File: config.mk
export PLATFORM = sky130hd
export DESIGN_NAME = tinyqv_uart_periph_flat
export DESIGN_NICKNAME = d
export VERILOG_FILES = /design/src/rtl/tinyqv_uart_periph_pkg.sv /design/src/rtl/tinyqv_uart_periph_if.sv /design/src/rtl/tinyqv_uart_periph_rx.sv /design/src/rtl/tinyqv_uart_periph.sv /design/src/flat_wrapper.sv
export SDC_FILE = /design/constraint.sdc
export NUM_CORES = 1
export LEC_CHECK = 0
export ABC_AREA = 1
export CAP_MARGIN = 10
export CORE_MARGIN = 1.5
export CORE_UTILIZATION = 45
export CTS_CLUSTER_SIZE = 24
export DETAILED_ROUTE_END_ITERATION = 8
export PLACE_DENSITY = 0.71
export SYNTH_ARGS = -nofsm -noshare
export SYNTH_HDL_FRONTEND = slang
export SYNTH_HIERARCHICAL = 1
export SYNTH_SLANG_ARGS = --single-unit
File: constraint.sdc
create_clock -name clk -period 2.7 [get_ports clk]
set_clock_uncertainty 0.05 [all_clocks]
set_input_delay 0.81 -clock clk [delete_from_list [all_inputs] [get_ports clk]]
set_output_delay 0.81 -clock clk [all_outputs]
set_load 0.02 [all_outputs]
File: src/rtl/tinyqv_uart_periph_pkg.sv
`default_nettype none
// ============================================================================
//  Module   : tinyqv_uart_periph_pkg
//  Purpose  : Shared register map, STATUS bit positions, bus size encodings
//             and the common bit-level FSM encoding of the UART peripheral.
//  Revision : 1.0  initial release
// ============================================================================
package tinyqv_uart_periph_pkg;

    // Register offsets, decoded from bus_addr[3:2]
    localparam logic [1:0] c_reg_data   = 2'd0;
    localparam logic [1:0] c_reg_status = 2'd1;
    localparam logic [1:0] c_reg_div    = 2'd2;
    localparam logic [1:0] c_reg_ctrl   = 2'd3;

    // STATUS bit indices
    localparam int c_st_tx_full      = 0;
    localparam int c_st_tx_empty     = 1;
    localparam int c_st_rx_valid     = 2;
    localparam int c_st_rx_overrun   = 3;
    localparam int c_st_tx_busy      = 4;
    localparam int c_st_rx_frame_err = 5;

    // Bus access size encodings on bus_write_n / bus_read_n
    localparam logic [1:0] c_sz_byte = 2'b00;
    localparam logic [1:0] c_sz_half = 2'b01;
    localparam logic [1:0] c_sz_word = 2'b10;
    localparam logic [1:0] c_sz_idle = 2'b11;

    // Frame FSM encoding shared by the TX and RX engines
    localparam logic [1:0] c_fsm_idle  = 2'd0;
    localparam logic [1:0] c_fsm_start = 2'd1;
    localparam logic [1:0] c_fsm_data  = 2'd2;
    localparam logic [1:0] c_fsm_stop  = 2'd3;

    // Packed so that field order matches the STATUS bit indices above
    typedef struct packed {
        logic rx_frame_err;
        logic tx_busy;
        logic rx_overrun;
        logic rx_valid;
        logic tx_empty;
        logic tx_full;
    } uart_status_t;

    function automatic logic [31:0] status_word(input uart_status_t s);
        return {26'd0, s};
    endfunction

endpackage
`default_nettype wire

File: src/rtl/tinyqv_uart_periph_if.sv
`default_nettype none
// ============================================================================
//  Module   : tinyqv_uart_periph_if
//  Purpose  : Non-memory data bus between the CPU (master) and a peripheral.
//  Revision : 1.0  initial release
// ============================================================================
interface tinyqv_uart_periph_if;
    logic [27:0] bus_addr;
    logic [1:0]  bus_write_n;
    logic [1:0]  bus_read_n;
    logic [31:0] bus_wdata;
    logic        bus_ready;
    logic [31:0] bus_rdata;

    modport master (
        output bus_addr, bus_write_n, bus_read_n, bus_wdata,
        input  bus_ready, bus_rdata
    );

    modport slave (
        input  bus_addr, bus_write_n, bus_read_n, bus_wdata,
        output bus_ready, bus_rdata
    );
endinterface
`default_nettype wire

File: src/rtl/tinyqv_uart_periph_rx.sv
`default_nettype none
// ============================================================================
//  Module   : tinyqv_uart_periph_rx
//  Purpose  : 8N1 receiver: input synchroniser, start-bit validation,
//             mid-bit sampling; emits a one-cycle strobe per received byte.
//  Revision : 1.0  initial release
// ============================================================================
module tinyqv_uart_periph_rx
    import tinyqv_uart_periph_pkg::*;
(
    input  wire         clk,
    input  wire         rstn,
    input  wire         rxd,
    input  wire  [15:0] div,
    output logic [7:0]  rx_byte,
    output logic        rx_strobe,
    output logic        rx_frame_err
);

    logic        r_meta;
    logic        r_sync;
    logic        r_prev;
    logic [1:0]  r_state;
    logic [15:0] r_cnt;
    logic [2:0]  r_bit;
    logic [7:0]  r_shift;
    logic        r_strobe;
    logic        r_ferr;
    logic [15:0] w_half;

    // (div+1)/2 without a 17-bit intermediate
    assign w_half = {1'b0, div[15:1]} + {15'd0, div[0]};

    // Synchroniser, frame FSM and sampler; reset discards any partial byte
    always_ff @(posedge clk or negedge rstn) begin
        if (!rstn) begin
            r_meta   <= 1'b1;
            r_sync   <= 1'b1;
            r_prev   <= 1'b1;
            r_state  <= c_fsm_idle;
            r_cnt    <= 16'd0;
            r_bit    <= 3'd0;
            r_shift  <= 8'd0;
            r_strobe <= 1'b0;
            r_ferr   <= 1'b0;
        end else begin
            r_meta   <= rxd;
            r_sync   <= r_meta;
            r_prev   <= r_sync;
            r_strobe <= 1'b0;
            case (r_state)
                c_fsm_idle: begin
                    if (r_prev && !r_sync) begin
                        r_state <= c_fsm_start;
                        r_cnt   <= w_half;
                    end
                end
                c_fsm_start: begin
                    if (r_cnt == 16'd0) begin
                        // Line back high at mid start bit: treat as a glitch
                        if (r_sync) begin
                            r_state <= c_fsm_idle;
                        end else begin
                            r_state <= c_fsm_data;
                            r_cnt   <= div;
                            r_bit   <= 3'd0;
                        end
                    end else begin
                        r_cnt <= r_cnt - 16'd1;
                    end
                end
                c_fsm_data: begin
                    if (r_cnt == 16'd0) begin
                        r_shift <= {r_sync, r_shift[7:1]};
                        r_cnt   <= div;
                        r_bit   <= r_bit + 3'd1;
                        if (r_bit == 3'd7) begin
                            r_state <= c_fsm_stop;
                        end
                    end else begin
                        r_cnt <= r_cnt - 16'd1;
                    end
                end
                default: begin
                    if (r_cnt == 16'd0) begin
                        r_state  <= c_fsm_idle;
                        r_strobe <= 1'b1;
                        r_ferr   <= !r_sync;
                    end else begin
                        r_cnt <= r_cnt - 16'd1;
                    end
                end
            endcase
        end
    end

    assign rx_byte      = r_shift;
    assign rx_strobe    = r_strobe;
    assign rx_frame_err = r_ferr;

endmodule
`default_nettype wire

File: src/rtl/tinyqv_uart_periph.sv
`default_nettype none
// ============================================================================
//  Module   : tinyqv_uart_periph
//  Purpose  : UART peripheral on the non-memory data bus: 16-byte register
//             window, 8N1 TX through a small FIFO, RX holding register,
//             programmable baud divider, level interrupt.
//  Revision : 1.0  initial release
// ============================================================================
module tinyqv_uart_periph
    import tinyqv_uart_periph_pkg::*;
#(
    parameter logic [27:0] BASE_ADDR = 28'h8000000,
    parameter logic [15:0] DIV_RESET = 16'd103,
    parameter int          TX_DEPTH  = 4
) (
    input  wire                   clk,
    input  wire                   rstn,
    tinyqv_uart_periph_if.slave   bus,
    output logic                  uart_txd,
    input  wire                   uart_rxd,
    output logic                  uart_irq
);

    localparam int                   c_ptr_w = $clog2(TX_DEPTH);
    localparam int                   c_cnt_w = c_ptr_w + 1;
    localparam logic [c_cnt_w-1:0]   c_depth = c_cnt_w'(TX_DEPTH);

    // Bus handshake
    logic        r_ack;
    logic [31:0] r_rdata;
    logic        w_sel;
    logic        w_req;
    logic        w_wr;
    logic        w_rd;
    logic [1:0]  w_reg;
    logic        w_data_rd;
    logic [31:0] w_rdata_next;

    // Registers
    logic [15:0] r_div;
    logic        r_tx_irq_en;
    logic [7:0]  r_rx_byte;
    logic        r_rx_valid;
    logic        r_rx_overrun;
    logic        r_rx_frame_err;

    // TX FIFO
    logic [7:0]          r_fifo [TX_DEPTH];
    logic [c_ptr_w-1:0]  r_wr_ptr;
    logic [c_ptr_w-1:0]  r_rd_ptr;
    logic [c_cnt_w-1:0]  r_tx_count;
    logic                w_tx_full;
    logic                w_tx_empty;
    logic                w_push;
    logic                w_pop;

    // TX engine
    logic [1:0]  r_tx_state;
    logic [15:0] r_tx_cnt;
    logic [2:0]  r_tx_bit;
    logic [7:0]  r_tx_shift;
    logic        r_txd;
    logic        w_tx_busy;

    // RX engine
    logic [7:0]  w_rx_byte;
    logic        w_rx_strobe;
    logic        w_rx_frame_err;

    uart_status_t w_status;

    assign w_sel     = bus.bus_addr[27:4] == BASE_ADDR[27:4];
    assign w_req     = w_sel && !r_ack &&
                       (bus.bus_write_n != c_sz_idle || bus.bus_read_n != c_sz_idle);
    assign w_wr      = w_req && (bus.bus_write_n != c_sz_idle);
    assign w_rd      = w_req && (bus.bus_read_n != c_sz_idle);
    assign w_reg     = bus.bus_addr[3:2];
    assign w_data_rd = w_rd && (w_reg == c_reg_data);

    assign w_tx_full  = r_tx_count == c_depth;
    assign w_tx_empty = r_tx_count == '0;
    assign w_tx_busy  = r_tx_state != c_fsm_idle;
    assign w_pop      = (r_tx_state == c_fsm_idle) && !w_tx_empty;
    // A full FIFO still accepts a byte when the engine pops on the same edge
    assign w_push     = w_wr && (w_reg == c_reg_data) && (!w_tx_full || w_pop);

    // Read-data mux, sampled into r_rdata together with the ack
    always_comb begin
        w_status              = '0;
        w_status.tx_full      = w_tx_full;
        w_status.tx_empty     = w_tx_empty;
        w_status.rx_valid     = r_rx_valid;
        w_status.rx_overrun   = r_rx_overrun;
        w_status.tx_busy      = w_tx_busy;
        w_status.rx_frame_err = r_rx_frame_err;
        w_rdata_next          = 32'd0;
        case (w_reg)
            c_reg_data:   w_rdata_next = r_rx_valid ? {24'd0, r_rx_byte} : 32'd0;
            c_reg_status: w_rdata_next = status_word(w_status);
            c_reg_div:    w_rdata_next = {16'd0, r_div};
            default:      w_rdata_next = {31'd0, r_tx_irq_en};
        endcase
    end

    // Handshake, register writes and RX delivery
    always_ff @(posedge clk or negedge rstn) begin
        if (!rstn) begin
            r_ack          <= 1'b0;
            r_rdata        <= 32'd0;
            r_div          <= DIV_RESET;
            r_tx_irq_en    <= 1'b0;
            r_rx_byte      <= 8'd0;
            r_rx_valid     <= 1'b0;
            r_rx_overrun   <= 1'b0;
            r_rx_frame_err <= 1'b0;
        end else begin
            r_ack   <= w_req;
            r_rdata <= w_rd ? w_rdata_next : 32'd0;
            if (w_wr) begin
                case (w_reg)
                    c_reg_status: begin
                        if (bus.bus_wdata[c_st_rx_overrun]) begin
                            r_rx_overrun <= 1'b0;
                        end
                        if (bus.bus_wdata[c_st_rx_frame_err]) begin
                            r_rx_frame_err <= 1'b0;
                        end
                    end
                    c_reg_div:  r_div       <= bus.bus_wdata[15:0];
                    c_reg_ctrl: r_tx_irq_en <= bus.bus_wdata[0];
                    default: ;
                endcase
            end
            if (w_data_rd) begin
                r_rx_valid <= 1'b0;
            end
            // Delivery wins over a same-cycle read and over a W1C clear
            if (w_rx_strobe) begin
                r_rx_byte  <= w_rx_byte;
                r_rx_valid <= 1'b1;
                if (r_rx_valid && !w_data_rd) begin
                    r_rx_overrun <= 1'b1;
                end
                if (w_rx_frame_err) begin
                    r_rx_frame_err <= 1'b1;
                end
            end
        end
    end

    // FIFO storage; contents need no reset because the count gates use
    always_ff @(posedge clk) begin
        if (w_push) begin
            r_fifo[r_wr_ptr] <= bus.bus_wdata[7:0];
        end
    end

    // FIFO pointers and occupancy
    always_ff @(posedge clk or negedge rstn) begin
        if (!rstn) begin
            r_wr_ptr   <= '0;
            r_rd_ptr   <= '0;
            r_tx_count <= '0;
        end else begin
            if (w_push) begin
                r_wr_ptr <= r_wr_ptr + c_ptr_w'(1);
            end
            if (w_pop) begin
                r_rd_ptr <= r_rd_ptr + c_ptr_w'(1);
            end
            case ({w_push, w_pop})
                2'b10:   r_tx_count <= r_tx_count + c_cnt_w'(1);
                2'b01:   r_tx_count <= r_tx_count - c_cnt_w'(1);
                default: ;
            endcase
        end
    end

    // TX frame FSM; each state lasts r_div+1 clocks, divisor reloaded per bit
    always_ff @(posedge clk or negedge rstn) begin
        if (!rstn) begin
            r_tx_state <= c_fsm_idle;
            r_tx_cnt   <= 16'd0;
            r_tx_bit   <= 3'd0;
            r_tx_shift <= 8'd0;
            r_txd      <= 1'b1;
        end else begin
            case (r_tx_state)
                c_fsm_idle: begin
                    if (!w_tx_empty) begin
                        r_tx_shift <= r_fifo[r_rd_ptr];
                        r_tx_state <= c_fsm_start;
                        r_tx_cnt   <= r_div;
                        r_txd      <= 1'b0;
                    end
                end
                c_fsm_start: begin
                    if (r_tx_cnt == 16'd0) begin
                        r_tx_state <= c_fsm_data;
                        r_tx_cnt   <= r_div;
                        r_tx_bit   <= 3'd0;
                        r_txd      <= r_tx_shift[0];
                    end else begin
                        r_tx_cnt <= r_tx_cnt - 16'd1;
                    end
                end
                c_fsm_data: begin
                    if (r_tx_cnt == 16'd0) begin
                        r_tx_cnt <= r_div;
                        if (r_tx_bit == 3'd7) begin
                            r_tx_state <= c_fsm_stop;
                            r_txd      <= 1'b1;
                        end else begin
                            r_tx_bit   <= r_tx_bit + 3'd1;
                            r_tx_shift <= r_tx_shift >> 1;
                            r_txd      <= r_tx_shift[1];
                        end
                    end else begin
                        r_tx_cnt <= r_tx_cnt - 16'd1;
                    end
                end
                default: begin
                    if (r_tx_cnt == 16'd0) begin
                        r_tx_state <= c_fsm_idle;
                    end else begin
                        r_tx_cnt <= r_tx_cnt - 16'd1;
                    end
                end
            endcase
        end
    end

    tinyqv_uart_periph_rx u_rx (
        .clk          (clk),
        .rstn         (rstn),
        .rxd          (uart_rxd),
        .div          (r_div),
        .rx_byte      (w_rx_byte),
        .rx_strobe    (w_rx_strobe),
        .rx_frame_err (w_rx_frame_err)
    );

    assign bus.bus_ready = r_ack;
    assign bus.bus_rdata = r_rdata;
    assign uart_txd      = r_txd;
    assign uart_irq      = r_rx_valid | (w_tx_empty & r_tx_irq_en);

endmodule
`default_nettype wire
File: src/flat_wrapper.sv
// flat-port wrapper written by rule: the top's interface ports become plain ports
module tinyqv_uart_periph_flat import tinyqv_uart_periph_pkg::*;
#(
    parameter logic [27:0] BASE_ADDR = 28'h8000000,
    parameter logic [15:0] DIV_RESET = 16'd103,
    parameter int          TX_DEPTH  = 4
)
  (clk, rstn, uart_txd, uart_rxd, uart_irq, bus_bus_addr, bus_bus_write_n, bus_bus_read_n, bus_bus_wdata, bus_bus_ready, bus_bus_rdata);
  tinyqv_uart_periph_if bus_i ();
  input  wire clk;
  input  wire rstn;
  output logic uart_txd;
  input  wire uart_rxd;
  output logic uart_irq;
  input wire logic [$bits(bus_i.bus_addr)-1:0] bus_bus_addr;
  input wire logic [$bits(bus_i.bus_write_n)-1:0] bus_bus_write_n;
  input wire logic [$bits(bus_i.bus_read_n)-1:0] bus_bus_read_n;
  input wire logic [$bits(bus_i.bus_wdata)-1:0] bus_bus_wdata;
  output wire logic [$bits(bus_i.bus_ready)-1:0] bus_bus_ready;
  output wire logic [$bits(bus_i.bus_rdata)-1:0] bus_bus_rdata;
  assign bus_i.bus_addr = bus_bus_addr;
  assign bus_i.bus_write_n = bus_bus_write_n;
  assign bus_i.bus_read_n = bus_bus_read_n;
  assign bus_i.bus_wdata = bus_bus_wdata;
  assign bus_bus_ready = bus_i.bus_ready;
  assign bus_bus_rdata = bus_i.bus_rdata;
  tinyqv_uart_periph #(.BASE_ADDR(BASE_ADDR), .DIV_RESET(DIV_RESET), .TX_DEPTH(TX_DEPTH)) u_core (.clk(clk), .rstn(rstn), .bus(bus_i), .uart_txd(uart_txd), .uart_rxd(uart_rxd), .uart_irq(uart_irq));
endmodule
; ---- Word-level counts from Yosys, hierarchy flattened
; Memories as Yosys holds them, arrays and structs flattened.
; Index checks and enable logic that the tools add are counted.
[op_classes]
n_addsub = 9
eq_ne = 28
mux = 60
bitwise = 3
reduce_logical = 46
[op_table]
columns = operator, count
row1 = $mux W16, 8
row2 = $pmux W32 S3, 1
row3 = $pmux W16 S3, 1
row4 = $logic_not A16 Y1, 2
row5 = $mux W32, 1
row6 = $mux W8, 4
row7 = $pmux W16 S2, 1
row8 = $sub A16 B1 Y16 const B, 2
row9 = $eq A24 B24 Y1 const B, 1
row10 = $mux W2, 11
row11 = $mux W1, 20
row12 = $mux W3, 6
row13 = $ne A2 B2 Y1 const B, 9
row14 = $pmux W3 S2, 3
row15 = $add A15 B1 Y16, 1
row16 = $pmux W8 S2, 1
row17 = $reduce_and A4 Y1, 4
row18 = $reduce_bool A2 Y1, 8
row19 = $pmux W2 S3, 2
row20 = $eq A2 B2 Y1 const B, 5
row21 = $logic_and A1 B1 Y1, 10
row22 = $reduce_and A2 Y1, 5
row23 = $reduce_and A5 Y1, 2
row24 = $add A3 B1 Y3 const B, 3
row25 = 20 further kinds, 35
[word_totals]
regBits = 132
mem_bits_rw = 32
output_inout_bits = 35
n_memories = 1
[mem_list]
columns = memory, words, width, read_ports, rd_clocked_by_memory_dff, write_ports, line_no
row1 = u_core.r_fifo, 4, 8, 1, 0, 1, tinyqv_uart_periph.sv:48  ; logic [7:0] r_fifo [TX_DEPTH];

; ---- Logic depth before layout (Yosys ltp)
; Gate-level depths: netlist (run 1).
[logic_depth]
ltp_word = 9
depth_mapped = 15

; ---- By module
; The synthesis (run 1) kept the hierarchy.
[by_module_without_submodules]
columns = mod, instances, cells_each, area_each_um2, seq_area_each_um2
row1 = tinyqv_uart_periph, 1, 737, 5968.2, 3020.4
row2 = tinyqv_uart_periph_rx, 1, 445, 2827.7, 854.6

; ---- Worst setup path before layout (run 1)
; Ideal clock, no wire load.
[synth_timing]
kind = input to register
from = input port bus_bus_addr[25]
to = memory u_core.r_fifo[0][0] (enable)
t_arrival_ns = 2.199
t_required_ns = 2.279
path_slack_ns = 0.081
stages = 6
n_path_buf = 0
cell_sequence = or2_1 > nor4_4 > nand2_2 > nor2_8 > nand3_1 > nor2_1
[synth_via]
elab_chain_len = 8
[synth_rtl]
columns = element, line_no
row1 = start: declaration, flat_wrapper.sv:15  ; input wire logic [$bits(bus_i.bus_addr)-1:0] bus_bus_addr;
row2 = $eq A24 B24 Y1, tinyqv_uart_periph.sv:72  ; assign w_sel = bus.bus_addr[27:4] == BASE_ADDR[27:4];
row3 = $logic_and A1 B1 Y1 (2 in series), tinyqv_uart_periph.sv:73  ; assign w_req = w_sel && !r_ack &&
row4 = $logic_and A1 B1 Y1, tinyqv_uart_periph.sv:75  ; assign w_wr = w_req && (bus.bus_write_n != c_sz_idle);
row5 = $logic_and A1 B1 Y1 (2 in series), tinyqv_uart_periph.sv:85  ; assign w_push = w_wr && (w_reg == c_reg_data) && (!w_tx_full || w_pop);
row6 = $mux W1, tinyqv_uart_periph.sv:153  ; if (w_push) begin
row7 = $mux W1 (implied by the code), tinyqv_uart_periph.sv:154  ; r_fifo[r_wr_ptr] <= bus.bus_wdata[7:0];
row8 = end: declaration, tinyqv_uart_periph.sv:48
; Every way passes these cells.

; ---- Worst setup path in the final report (run 1)
[layout_timing]
from = register u_core.r_tx_count[0]
to = output port uart_irq
[layout_via]
elab_chain_len = 3
[layout_rtl]
columns = element, line_no
row1 = start: declaration, tinyqv_uart_periph.sv:51  ; logic [c_cnt_w-1:0] r_tx_count;
row2 = start signal: assignment, tinyqv_uart_periph.sv:172  ; 2'b10: r_tx_count <= r_tx_count + c_cnt_w'(1);
row3 = start signal: assignment, tinyqv_uart_periph.sv:173  ; 2'b01: r_tx_count <= r_tx_count - c_cnt_w'(1);
row4 = $logic_not A3 Y1, tinyqv_uart_periph.sv:81  ; assign w_tx_empty = r_tx_count == '0;
row5 = $and A1 B1 Y1, tinyqv_uart_periph.sv:246  ; assign uart_irq = r_rx_valid | (w_tx_empty & r_tx_irq_en);
row6 = $or A1 B1 Y1, tinyqv_uart_periph.sv:246
row7 = end: declaration, flat_wrapper.sv:14  ; output logic uart_irq;
; Every way passes these cells.

==> results.md, run 1 <==
- Crit-path leading delay family: flip-flops
- Area growth from synthesis to final layout: 18.8%
- DRT iter0 DRCs: 642
- Least-Margin Pin Slew: 0.536 ns
- Design area: 0.0104 sq mm
- Ports: 102
- Count of pins over their slew limit: 0
- CP peak stage delay: 0.42 ns
- Multi-input logic area: 0.00424 sq mm
- Global Route Usage Sum: 23.6%
- F_max: 0.385 GHz
- Post-synth top area share: 30.4%
- Dpl cell area: 0.00986 sq mm
- WL/cell: 14.8 um
- Site row count: 50
- Clock buffer depth: 2
- CP endpoint kind: output port
- Number of global-route vias before repair: 7661
- Clk_lat worst skew: 0.42 ns
- Clock transition at path regs: 0.07 ns
- Post-synthesis cell type count: 48
- Fin. Hold Viols: 0
- CTS buffer count: 17
- Antenna Violating Nets Remaining: 0
- GRT overflow: 0
- Critical path type: flop to output port
- Worst Path Required: 1.84 ns
- Initial core utilization: 46.4%
- Rel. slew slack: 64.3%
- CTS tree: yes
- VDD IR max: 544 uV
- Worst hold slack: 0.310 ns
- Min-Delay Path Class: input pin to async pin
- Async SR Flop Fraction: 78.4%
- Status: complete, no violations
- Post-synthesis sequential area ratio: 44.1%
- Worst reg2reg path endpoint: u_core/r_tx_count[2]
- Clock sinks: 148
- Post-Syn Area: 0.00880 sq mm
- Final min period: 2.60 ns
- MaxCap Viol Count: 0
- Slowest CP cell: dfrtp_1
- Largest net degree at the start of global routing: 36
- Setup violators final: 0
- HPWL after detailed placement: 16100 um
- ANT cells: 0
- Initial antenna violation count: 0
- Clock Root Buffer: clkbuf_16
- Synth Register Bits: 148
- Routed WL: 22900 um
- Vias post-DR: 8030
- RePlAce Congestion: 0.901
- Average cell area after synthesis: 7.44 sq um
- PD cells: 647 mW/mm^2
- Core Util, Final: 55.1%
- Filler instances: 1749
- R2R cell count: 15
- Worst-path fanout max: 3
- YS warnings: 6
- Critical path arrival: 1.74 ns
- Area of the core: 0.0190 sq mm
- Port Buf Inserts: 67
- Mapped Cells: 1182
- Die Ht: 143 um
- Die span in x: 143 um
- DRC viols: 0
- Post-synth EDFFs: 32
- Area leader, netlist: dfrtp_1
- Vias/cell: 5.19
- Share of cells above drive strength 1: 9.88%
- Final #Nets: 1362
- Register Area: 0.00387 sq mm
- Global-route wire length before repair: 37900 um
- Number of buffers and inverters on the critical path: 1
- Crit-path cells: nor2_1 > nand2_1 > o21ai_0 > dlygate4sd2_1
- Synth top area cells: dfrtp_1 (30%), nand2_1 (16%), edfxtp_1 (11%)
- Main synth FF type: dfrtp_1
- Post-CTS Hold Fix Bufs: 0
- R2r startpoint: u_core/bus.bus_ready
- Die area: 0.0204 sq mm
- DRT Pass-1 Iters: 5
- Post-CTS Setup Inserts: 0
- Final Cycle Share: 96.3%
- CP startpoint kind: flop
- Setup_tns: 0 ns
- R2R setup slack: 0.53 ns
- H-tree lvl count: 4
- LEAKAGE: 5.10 nW
[sequential cells by signal, indices dropped and copies added (netlist names), 8 cells and up]
name,flops
u_core/r_rx_byte,8
u_core/u_rx/r_cnt,16
u_core/r_div,16
u_core/r_tx_shift,8
u_core/r_tx_cnt,16
u_core/u_rx/rx_byte,8
u_core/bus.bus_rdata,16
u_core/r_fifo,32
[kinds of logic after synthesis]
logic type               after synthesis  synth area share (%)
AND/OR/NAND/NOR                      677                  33.0
buffers and inverters                166                  8.61
AO/OA/AOI/OAI                        148                  9.09
flip-flops                           148                  44.1
adder cells (fa/ha/maj)               22                  3.21
XOR/XNOR                              19                  1.89
other                                  1                0.0426
multiplexers                           1                 0.128
[cell usage in the layout (no fill, tap or decap), drive strengths merged, types with 18 or more instances in the layout]
cell	netlist	final
nand2	384	384
a21oi	41	41
clkdlybuf4s50	0	65
ha	21	21
dfrtp	107	107
inv	111	118
edfxtp	32	32
o21ai	81	81
nor2	148	148
xor2	18	18
nand3	113	113
buf	30	41
[cell usage after synthesis, types with 2 or more instances]
master,count
o21ai_0,64
a22oi_1,2
ha_1,21
dfrtp_1,107
nand3b_1,7
nand3_1,109
clkbuf_1,19
xor2_1,18
edfxtp_1,32
nand4_1,9
nor3_1,8
nor2_8,2
inv_2,8
a21oi_1,40
nand2_1,370
buf_6,4
a31oi_1,6
nor2_1,141
nand2_4,3
o21ai_1,16
o22ai_1,8
nor2_2,5
dfstp_2,9
buf_4,19
nand3_2,3
or2_1,2
nand2_2,11
or2_2,2
o211ai_1,8
buf_2,5
inv_1,103
clkinv_1,5
[worst reg2reg max path: stages (launching register included)]
cell and delay (ns):
dfrtp_1 0.39, inv_1 0.06, nand3_1 0.13, nor2_1 0.18, nand2_1 0.09, nor2_2 0.10
nand3_1 0.12, nand2_1 0.11, inv_1 0.06, fa_1 0.40, inv_1 0.07, nand3_1 0.06
nand2_1 0.09, nand2_1 0.06, nand2_1 0.06, nand2_1 0.04
[power by group]
part | internal (W) | total [W] | switching (W)
combinational | 0.000652 | 0.00186 | 0.00121
clock | 0.00129 | 0.00231 | 0.00102
sequential | 0.00243 | 0.00259 | 0.000157
[area by class of cell]
cell class                 instances  area share [%]
tap                              260            3.11
timing repair buffer             107            9.62
clock buffer                      17            4.07
multi-input combinational        883            40.5
clock inverter                    15            1.40
sequential                       148            37.1
inverter                         116            4.17
[what timing repair did]
item | in CTS | in global routing
endpoints found under the setup margin | 1 | 1
resized for setup | 1 | 5
pin swaps | 0 | 2
[through the flow]
stage	power, W	std cells	worst slack, ns
2_1_floorplan	0.00401	1197	0.0806
3_3_place_gp	0.00441	1514	-0.249
5_1_grt	0.00716	1546	-0.00112
3_5_place_dp	0.00445	1514	-0.324
6_report	0.00676	1546	0.100
4_1_cts	0.00680	1546	0.0796
[per-layer routing]
metal / vias up / routed length, um / GRT usage, %
met5: - / 0 / 0
met1: 3781 / 10200 / 31.6
met3: 32 / 1290 / 3.66
met2: 248 / 10900 / 39.5
li1: 3969 / - / -
met4: 0 / 419 / 7.33
[how the worst max path moves through the flow]
stage | from | endpoint | slack [ns] | cells after the start
floorplan | bus_bus_addr[25] | u_core/r_fifo[0][0] | 0.08 | 6
global placement | bus_bus_addr[5] | u_core/r_tx_count[2] | -0.25 | 16
detailed placement | bus_bus_addr[5] | u_core/r_tx_count[2] | -0.32 | 16
CTS | u_core/r_tx_count[0] | uart_irq | 0.08 | 4
global route | bus_bus_addr[11] | u_core/r_tx_count[2] | -0.001 | 16
finish | u_core/r_tx_count[0] | uart_irq | 0.10 | 4
(Power assumes the default switching activity.)
==> inputs of run 2 (changes only) <==
Settings changed: PLACE_DENSITY 0.71 to 0.78.
==> run 2 against run 1 <==
Net effect: global-route usage is 0.10 points higher; cell count fell by 0.13%; critical path depth unchanged; power rose by 0.54%; maximum frequency increased by 0.36%; sequential power about the same; combinational power hardly changed; highest routed layer unchanged; register-to-register slack got worse by 0.06 ns; sequential share of layout area shrank 0.053 points; flip-flop and latch count did not move.
==> results.md, run 2 (same netlist as run 1, synthesis figures left out) <==
- PD cells: 650 mW/mm^2 (+0.40%)
- Core Util, Final: 55.2% (+0.079 points)
- Most common cell after layout, fill and taps aside: nand2_1
- Final Cycle Share: 95.9% (-0.34 points)
- Worst reg2reg path endpoint: u_core/u_rx/r_cnt[10]
- LEAKAGE: 5.09 nW (-0.19%)
- Min-Delay Path Class: flop to flop
- CTS buffer count: 17 (unchanged)
- Number of global-route vias before repair: 7736 (+0.98%)
- Site row count: 50 (unchanged)
- Clock transition at path regs: 0.06 ns (about the same)
- Worst-path fanout max: 3 (unchanged)
- Global Route Usage Sum: 23.7% (+0.10 points)
- CTS tree: yes
- WHS Endpoint: u_core/u_rx/r_sync
- Filler instances: 1697 (-3.0%)
- Most frequent cells in the layout: nand2_1 (370), nor2_1 (136), nand3_1 (108)
- Clock Root Buffer: clkbuf_16
- Vias post-DR: 8151 (+1.5%)
- Final #Nets: 1360 (-0.15%)
- Die Ht: 143 um (unchanged)
- Antenna Violating Nets Remaining: 0 (unchanged)
- Global-route wire length before repair: 37900 um (about the same)
- WL/cell: 14.7 um (-0.58%)
- Clock sinks: 148 (unchanged)
- Final min period: 2.59 ns (-0.00926 ns)
- Biggest register: u_core/r_fifo
- H-tree lvl count: 4 (unchanged)
- Share of cells above drive strength 1: 9.81% (-0.062 points)
- Critical path arrival: 1.73 ns (about the same)
- CP endpoint kind: output port
- Post-CTS Hold Fix Bufs: 0 (unchanged)
- Hold Startpoint: u_core/u_rx/r_meta
- R2R cell count: 12 (-3)
- DRT Pass-1 Iters: 6 (+1)
- Routed WL: 22700 um (-0.71%)
- HPWL after detailed placement: 15800 um (-1.5%)
- Setup violators final: 0 (unchanged)
- ANT cells: 0 (unchanged)
- GRT overflow: 0 (unchanged)
- Area of the core: 0.0190 sq mm (unchanged)
- Die span in x: 143 um (unchanged)
- DP Worst Slack: -0.280 ns (+0.0441 ns)
- Design Power: 0.00680 W (+0.54%)
- R2r startpoint: u_core/r_div[1]
- VDD IR max: 538 uV (-1.1%)
- F_max: 0.386 GHz (+0.36%)
- Worst setup margin: 0.110 ns (+0.00926 ns)
- Worst Path Required: 1.84 ns (about the same)
- Initial antenna violation count: 0 (unchanged)
- Rel. slew slack: 58.2% (-6.1 points)
- DRC viols: 0 (unchanged)
- MaxCap Viol Count: 0 (unchanged)
- Clk_lat worst skew: 0.44 ns (+0.02 ns)
- Critical path type: flop to output port
- Fin. Hold Viols: 0 (unchanged)
- Port Buf Inserts: 67 (unchanged)
- Count of pins over their slew limit: 0 (unchanged)
- RePlAce Congestion: 0.914 (+1.4%)
- Clock buffer depth: 2 (unchanged)
- CP startpoint kind: flop
- Status: complete, no violations
- Largest net degree at the start of global routing: 45 (+25%)
- Hold path depth: 0
- Max reg flops: 32 (unchanged)
- DRT iter0 DRCs: 820 (+28%)
- R2R setup slack: 0.47 ns (-0.06 ns)
- Initial core utilization: 46.4% (unchanged)
- Ports: 102 (unchanged)
- Least-Margin Pin Slew: 0.628 ns (+0.0921 ns)
- Vias/cell: 5.28 (+1.6%)
- Die area: 0.0204 sq mm (unchanged)
- Area growth from synthesis to final layout: 18.9%
run 2: per-stage QoR:
stage	TNS [ns]	hold WS, ns	instances	area (sq um)
after floorplan	0	0.295	1197	8850
after global placement	-5.68	0.296	1510	9850
after detailed placement	-8.98	0.301	1510	9850
after CTS	0	0.307	1542	10400
after global routing	-0.0164	0.313	1544	10500
final	0	0.306	1544	10500
run 2: area by class of cell:
| type | instances | area, sq um | area share [%] |
|---|---|---|---|
| multi-input combinational | 883 | 4240 | 40.5 |
| sequential | 148 | 3870 | 37.0 |
| timing repair buffer | 105 | 1000 | 9.58 |
| clock buffer | 18 | 439 | 4.20 |
| inverter | 116 | 435 | 4.16 |
| tap | 260 | 325 | 3.11 |
| clock inverter | 14 | 145 | 1.39 |
run 2: repair_timing:
item,4_1_cts,5_1_grt
setup buffers,0,2
setup endpoints to repair,1,1
gates resized for setup,1,6
endpoints found under the hold margin,0,0
pin swaps,0,6
run 2: worst max path at each step:
stage | startpoint | endpoint
after detailed placement | bus_bus_addr[7] | u_core/r_tx_count[2]
after floorplan | bus_bus_addr[25] | u_core/r_fifo[0][0]
after global placement | bus_bus_addr[5] | u_core/r_tx_count[2]
after global routing | bus_bus_addr[7] | u_core/r_tx_count[2]
after CTS | u_core/r_tx_count[0] | uart_irq
final | u_core/r_tx_count[0] | uart_irq
run 2: critical path, stage by stage (launching register included):
cell           delay (ns)
dfrtp_1              0.43
nor2_1               0.16
nand2_1              0.14
o21ai_0              0.20
dlygate4sd2_1        0.37
run 2: layer usage:
metal / vias up / GRT usage, % / part of all wire (%)
met2: 326 / 39.2 / 48
met1: 3821 / 31.6 / 43
met3: 49 / 4.53 / 7.4
met4: 0 / 7.54 / 2.0
met5: - / 0 / 0
li1: 3955 / - / -
run 2: where the power goes:
group	internal, W	total [W]	switching, W	leakage, nW
sequential	0.00243	0.00259	0.000155	1.83
combinational	0.000652	0.00186	0.00121	2.98
clock	0.00132	0.00235	0.00103	0.280
==> inputs of run 3 (changes only) <==
Settings changed: HOLD_SLACK_MARGIN set to 0.03.
==> results of run 3 <==
The final DEF is identical to that of run 2; final timing and power are the same.
